[src/rtl/out_drain_sched.sv]
// out_drain_sched: drains WPC words from each of NCOL column controllers,
// round-robin, onto a single valid/ready writeback port at base + col*WPC + word.
module out_drain_sched #(
    parameter int NCOL = 4,
    parameter int DW   = 32,
    parameter int AW   = 16,
    parameter int WPC  = 8
) (
    input  logic                clk,
    input  logic                rst,
    input  logic                start,
    input  logic [AW-1:0]       base_addr,
    input  logic [NCOL-1:0]     col_rvalid,
    input  logic [DW-1:0]       col_data [NCOL],
    output logic [NCOL-1:0]     col_rread,
    output logic                wr_valid,
    input  logic                wr_ready,
    output logic [AW-1:0]       wr_addr,
    output logic [DW-1:0]       wr_data,
    output logic                busy,
    output logic                done
);
    localparam int CW = $clog2(WPC + 1);
    localparam int RW = (NCOL > 1) ? $clog2(NCOL) : 1;
    localparam logic [1:0] IDLE = 2'd0, ARB = 2'd1, XFER = 2'd2, DONE = 2'd3;

    logic [1:0]      r_state;
    logic [AW-1:0]   r_base, r_addr;
    logic [DW-1:0]   r_data;
    logic            r_valid;
    logic [CW-1:0]   r_cnt [NCOL];
    logic [RW-1:0]   r_rr, r_g;
    logic [NCOL-1:0] w_elig;
    logic [RW-1:0]   w_hi, w_lo, w_gnt;
    logic            w_any_hi, w_last;
    logic [AW-1:0]   w_addr;

    always_comb begin
        w_elig = '0;
        for (int c = 0; c < NCOL; c++)
            w_elig[c] = col_rvalid[c] && (r_cnt[c] < CW'(WPC));
    end

    // Scanning downward leaves the lowest eligible index: w_hi at/after rr, w_lo overall (wrap case).
    always_comb begin
        w_hi = '0;
        w_lo = '0;
        w_any_hi = 1'b0;
        w_last = 1'b1;
        for (int c = NCOL - 1; c >= 0; c--) begin
            if (w_elig[c]) w_lo = RW'(c);
            if (w_elig[c] && RW'(c) >= r_rr) begin
                w_hi = RW'(c);
                w_any_hi = 1'b1;
            end
            if (((RW'(c) == r_g) ? r_cnt[c] + 1'b1 : r_cnt[c]) != CW'(WPC)) w_last = 1'b0;
        end
    end

    assign w_gnt     = w_any_hi ? w_hi : w_lo;
    assign w_addr    = r_base + AW'(w_gnt) * AW'(WPC) + AW'(r_cnt[w_gnt]);
    assign col_rread = (r_state == ARB && |w_elig) ? NCOL'(1) << w_gnt : '0;
    assign wr_valid  = r_valid;
    assign wr_addr   = r_addr;
    assign wr_data   = r_data;
    assign busy      = r_state != IDLE;
    assign done      = r_state == DONE;

    always_ff @(posedge clk or posedge rst) begin
        if (rst) begin
            r_state <= IDLE;
            r_base  <= '0;
            r_addr  <= '0;
            r_data  <= '0;
            r_valid <= 1'b0;
            r_rr    <= '0;
            r_g     <= '0;
            for (int c = 0; c < NCOL; c++) r_cnt[c] <= '0;
        end else begin
            case (r_state)
                IDLE: if (start) begin
                    r_base  <= base_addr;
                    r_rr    <= '0;
                    for (int c = 0; c < NCOL; c++) r_cnt[c] <= '0;
                    r_state <= ARB;
                end
                ARB: if (|w_elig) begin
                    r_g     <= w_gnt;
                    r_data  <= col_data[w_gnt];
                    r_addr  <= w_addr;
                    r_valid <= 1'b1;
                    r_state <= XFER;
                end
                XFER: if (wr_ready) begin
                    r_cnt[r_g] <= r_cnt[r_g] + 1'b1;
                    r_rr       <= (r_g == RW'(NCOL - 1)) ? '0 : r_g + 1'b1;
                    r_valid    <= 1'b0;
                    r_state    <= w_last ? DONE : ARB;
                end
                default: r_state <= IDLE;
            endcase
        end
    end
endmodule

[config.mk]
export PLATFORM = sky130hd
export DESIGN_NAME = out_drain_sched
export DESIGN_NICKNAME = d
export VERILOG_FILES = /design/src/rtl/out_drain_sched.sv
export SDC_FILE = /design/constraint.sdc
export NUM_CORES = 1
export LEC_CHECK = 0
export CAP_MARGIN = 15
export CORE_ASPECT_RATIO = 0.9
export CORE_MARGIN = 2
export CORE_UTILIZATION = 40
export CTS_CLUSTER_SIZE = 25
export DETAILED_ROUTE_END_ITERATION = 6
export PLACE_DENSITY = 0.85
export REMOVE_ABC_BUFFERS = 1
export SYNTH_ARGS = -nofsm -noshare
export SYNTH_HDL_FRONTEND = slang
export SYNTH_SLANG_ARGS = --single-unit
[constraint.sdc]
create_clock -name clk -period 3.66 [get_ports clk]
set_input_delay 0.915 -clock clk [delete_from_list [all_inputs] [get_ports clk]]
set_output_delay 0.915 -clock clk [all_outputs]
set_load 0.05 [all_outputs]
### Word-level counts from Yosys, hierarchy flattened

Cells that the tools add are included.

| word-level totals | value |
|---|---|
| flip-flop bits (word level) | 87 |
| logic and storage cells | 117 |
| input port bits | 152 |

| cells by class | value |
|---|---|
| order comparisons | 11 |
| mux-type cells | 49 |
| bitwise operators | 2 |
| $add $sub $neg | 8 |
| eq/ne operators | 14 |
| shift operators | 1 |
| reduce and logical (&&, ||, !) cells | 21 |

Operators by type and width:

| kind | count |
|---|---|
| $bmux 32 s2 | 1 |
| $mux 32 | 2 |
| $mux 4 | 10 |
| $mux 16 | 2 |
| $mux 2 | 16 |
| $pmux 16 s2 | 1 |
| $add 4x1->4 const B | 5 |
| $add 16x4->16 | 1 |
| $add 16x5->16 | 1 |
| $bmux 4 s2 | 2 |
| $bwmux 16 | 1 |
| $lt 4x4->1 const B | 4 |
| $ne 4x4->1 const B | 4 |
| $logic_and 1x1->1 | 10 |
| $mux 1 | 10 |
| $reduce_and 3->1 | 3 |
| $demux 4 s2 | 1 |
| $eq 2x2->1 const B | 3 |
| $ge 3x3->1 const B | 2 |
| $not 2->3 | 2 |
| $pmux 2 s3 | 1 |
| $reduce_bool 2->1 | 3 |
| $eq 2x2->1 const A | 2 |
| $ge 1x2->1 const A | 2 |
| 13 further kinds | 17 |

### Longest topological paths before layout

| depth | value |
|---|---|
| word-level depth | 13 |
| gate-level depth with buffers | 17 |
| gate-level depth less buffers | 15 |

### Least setup slack after synthesis

Ideal clock, no wire load.

| path | value |
|---|---|
| path kind | input to register |
| start | in col_rvalid[2] |
| end | reg r_addr[11], in the netlist wr_addr[11] |
| stages on the path | 16 |
| path buffers | 1 |
| required time | 3.577 ns |
| setup time | 0.083 ns |
| arrival | 4.005 ns |
| slack | -0.428 ns |
| cells stage by stage | nand2b_1 > buf_2 > o221a_2 > o21ai_4 > inv_2 > mux4_2 > ha_1 > ha_1 > inv_1 > fa_1 > nor2b_1 > o21ai_0 > a21boi_0 > o2111ai_1 > xor2_1 > o21ai_0 |

| between the ends | value |
|---|---|
| cells in the longest elaborated chain, start to end | 11 |
| elaborated cells between the ends (all ways) | 20 |

Ends and longest elaborated chain:

| element | RTL line | RTL |
|---|---|---|
| start: declaration | 13 | `input logic [NCOL-1:0] col_rvalid,` |
| $logic_and 1x1->1 (*) | 41 | `w_elig[c] = col_rvalid[c] && (r_cnt[c] < CW'(WPC));` |
| $logic_and 1x1->1 | 52 | `if (w_elig[c] && RW'(c) >= r_rr) begin` |
| $mux 2 / $mux 1 (equally long branches) (3 in a row) | 52 |  |
| $mux 2 (*) | 60 | `assign w_gnt = w_any_hi ? w_hi : w_lo;` |
| named net w_gnt[0] | 34 | `logic [RW-1:0] w_hi, w_lo, w_gnt;` |
| branches (longest 4 deep; another with $add 16x5->16) | - |  |
| $add 16x4->16 (*) | 61 | `assign w_addr = r_base + AW'(w_gnt) * AW'(WPC) + AW'(r_cnt[w_gnt]);` |
| end signal: assignment | 90 | `r_addr <= w_addr;` |
| end: declaration | 28 | `logic [AW-1:0] r_base, r_addr;` |

Mark *: on every way through the listed nets, which the timed path passes. The select of a mux whose other input is x is not followed.
A chain may end at the register's enable or synchronous reset.

### Worst setup path after layout

| path | value |
|---|---|
| start | in col_rvalid[1] |
| end | reg r_addr[15], in the netlist wr_addr[15] |

| between the ends | value |
|---|---|
| cells in the longest elaborated chain, start to end | 10 |
| elaborated cells between the ends (all ways) | 17 |

Ends and longest elaborated chain:

| element | RTL line |
|---|---|
| $logic_and 1x1->1 (*) | 41 |
| $logic_and 1x1->1 | 52 |
| $mux 2 / $mux 1 (equally long branches) (2 in a row) | 52 |
| $mux 2 (*) | 60 |
| named net w_gnt[0] | 34 |
| branches (longest 4 deep; another with $add 16x5->16) | - |
| $add 16x4->16 (*) | 61 |

Marks and branches as above.

==> impl_metrics.csv <==
group,metric,value,unit
critical_path,path_cells,"buf_6, nor2b_4, o221a_4, o21ai_4, inv_4, mux4_2, ha_4, ha_4, inv_2, fa_2, nor2b_4, o21ai_4, a21boi_2, buf_6, o211ai_1, xor2_1, o21ai_1",
yosys,syn_inst,497,
timing,fmax,275.1,MHz
yosys,synth_top_area_cell,"dfrtp_1",
yosys,ys.warnings.count,0,
timing,fin_crit_sh,99.31,%
routing,viasPerCell,5.772,
critical_path,cp.required,3920,ps
timing,slew_viol_final,0,
critical_path,crit_family,"compound AO/OA/AOI/OAI gates",
critical_path,slowest_stage,"mux4_2",
die,fp.coreArea,12780,um^2
placed_design,portBuffers,206,
layout,synthToLayoutAreaGrowth,54.15,%
routing,vias,5137,
die,dieArea,14170,um^2
power,finalPower,6.699,mW
routing,drtPass1Iterations,5,
placed_design,dp_slack,-998.0,ps
yosys,ys_seq_elements,87,
global_route,grt-ovfl-total,0,
critical_path,path_class,"in -> reg",
yosys,synth_enable_flop_cells,0,
routing,drt_iter0_markers,400,
cts,clk_path_buf_depth,2,
die,start_util,41.41,%
critical_path,cp_max_fo,6,
die,die_w,125.3,um
cts,cts_buffers,9,
die,rows,39,
placed_design,dp_cells,866,
timing,period_minus_slack,3635,ps
layout,drive_gt1_share,18.18,%
die,die_h,113.1,um
timing,hold_viol,0,
timing,skew,8.719,ps
critical_path,r2r_cells,16,
global_route,grt_max_degree,57,
placed_design,gp_congestion,0.9108,
placed_design,place_area,7676,um^2
global_route,grt_pass1_wl,27820,um
critical_path,cp.depth,17,
timing,setup_viol,0,
timing,rsz0062_at_grt,"true",
cts,clock_latency,340,ps
yosys,synth_area_leaders,"dfrtp_1 41%, mux2_2 6.8%, mux2i_1 6.1%",
cts,cts_hold_buf,0,
yosys,syn_area_per_cell,10.65,um^2
layout,n_antenna_cell,0,
timing,worstMarginPinSlew,827.4,ps
critical_path,worstPathArrival,3900,ps
run,maxCapViolCount,0,
timing,finalWorstSetupSlack,25.15,ps
power,p_leak,3.451,nW
critical_path,startpoint_type,"primary input",
layout,final_nets,893,
cts,cts_sinks,87,
cts,htreeDepth,3,
critical_path,cp-end-kind,"flop",
layout,final_area,8160,um^2
routing,drt_wl_total,17650,um
critical_path,slowest_delay,460,ps
routing,postRouteAntennaNets,0,
yosys,post_synth_num_cell_types,58,
cts,clk_pin_slew,70,ps
routing,post_drt_wl_per_cell,19.83,um
yosys,synth-async-reset-ratio,100.0,%
global_route,grt_pass1_vias,5338,
timing,slew_headroom,44.68,%
yosys,synth_ff_type,"dfrtp_1",
layout,mostFrequentLayoutCells,"198 x clkdlybuf4s50_1, 87 x dfrtp_1, 41 x nand2_1",
power,ir_drop,0.0003608,V
global_route,grt_usage,24.31,%
yosys,syn_area,5294,um^2
global_route,grt_antenna_before_repair,0,
cts,cts_tree,"built",
cts,cts_root_buf,"clkbuf_16",
layout,layout_commonest_cell,"clkdlybuf4s50_1",
placed_design,hpwl,12890,um
routing,drcViolationCount,0,
critical_path,worst-path-buf-inv,4,
layout,fillCellCount,917,
worst_hold_path,hp-class,"reg -> reg",
power,powerDensity,820.9,nW/um^2
yosys,yosysTopAreaCellShare,41.13,%
yosys,yosysSeqAreaShare,41.13,%
die,num_io_pins,207,
layout,fin_cells,890,
outcome,status,"finished clean",
worst_hold_path,min_path_cells,2,
layout make-up:
type | count | area (um^2) | share of cell area, %
multi-input combinational | 364 | 3000 | 36.77
timing repair buffer | 247 | 2431 | 29.79
sequential | 87 | 2177 | 26.68
clock buffer | 9 | 225.2 | 2.760
tap | 164 | 205.2 | 2.515
clock inverter | 7 | 72.57 | 0.8893
inverter | 12 | 48.80 | 0.5980
routing by layer:
| metal | part of all wire, % | vias to the layer above | track usage, % |
|---|---|---|---|
| met1 | 39 | 2500 | 28.63 |
| li1 | - | 2318 | - |
| met2 | 52 | 280 | 44.28 |
| met3 | 7.1 | 39 | 5.106 |
| met4 | 2.3 | 0 | 8.222 |
| met5 | 0 | - | 0 |
cell families after synthesis:
group / Yosys count / synth area share [%]
AO/OA/AOI/OAI: 144 / 19.66
AND/OR/NAND/NOR: 107 / 9.667
flip-flops: 87 / 41.13
multiplexers: 76 / 16.90
buffers and inverters: 46 / 4.821
adder cells (fa/ha/maj): 20 / 5.011
XOR/XNOR: 17 / 2.813
power breakdown:
part / switching, mW / total, mW / internal [mW]
Sequential: 0.378 / 1.75 / 1.37
Clock: 0.405 / 0.936 / 0.531
Combinational: 2.34 / 4.01 / 1.67
Total: 3.12 / 6.70 / 3.58
synthesized netlist by cell type (all sizes together), types with 2 or more instances:
master / instances
nand4: 3
o221a: 2
fa: 2
nand4b: 2
a21o: 4
o211ai: 4
a311oi: 2
nor3: 6
or2: 2
o22a: 11
a21oi: 5
o21ai: 34
nor4: 2
o2111ai: 2
a31oi: 22
dfrtp: 87
nand2: 41
and2: 3
ha: 18
a22o: 9
nand3: 3
a211oi: 3
nor3b: 4
inv: 12
clkbuf: 12
nor2: 26
buf: 22
and3: 2
xnor2: 8
o211a: 2
mux2i: 32
a32o: 5
xor2: 9
mux4: 7
nand2b: 5
a221o: 11
mux2: 37
o22ai: 21
nor2b: 5
a21boi: 2
worst min-delay path, stage by stage, from the launching register on:
cell and delay (ps):
dfrtp_1 350, nand2_1 50, o21ai_0 60
through the flow:
step	util (%)	setup TNS, ps	hold WS, ps
detailed placement	60.04	-11080	475.2
finish	63.83	0	486.8
global placement	60.04	-8282	461.4
floorplan	-	-63600	487.5
global route	63.83	-323.4	514.8
CTS	63.19	0	492.0
state kept, by name, summed over array words and instances (netlist names):
signal    count
wr_data      32
r_cnt        16
r_g           2
wr_valid      1
r_base       16
r_state       2
wr_addr      16
r_rr          2
timing repair:
action                                 CTS  global route
resized for setup                       42            13
pin swaps                               12            10
setup endpoints to repair               15            11
endpoints found under the hold margin    0             0
setup buffers                            5             3
worst paths after layout:
kind                               startpoint          end  slack, ps
worst min register to register    wr_addr[14]  wr_addr[14]        490
worst min-delay path              wr_addr[14]  wr_addr[14]        490
min in group asynchronous                 rst  wr_data[13]        960
max in group asynchronous                 rst  wr_data[17]       1990
worst max register to register      r_cnt[11]  wr_addr[15]        190
worst max-delay path            col_rvalid[1]  wr_addr[15]         30
No activity file was read; power rests on OpenSTA's default activity.
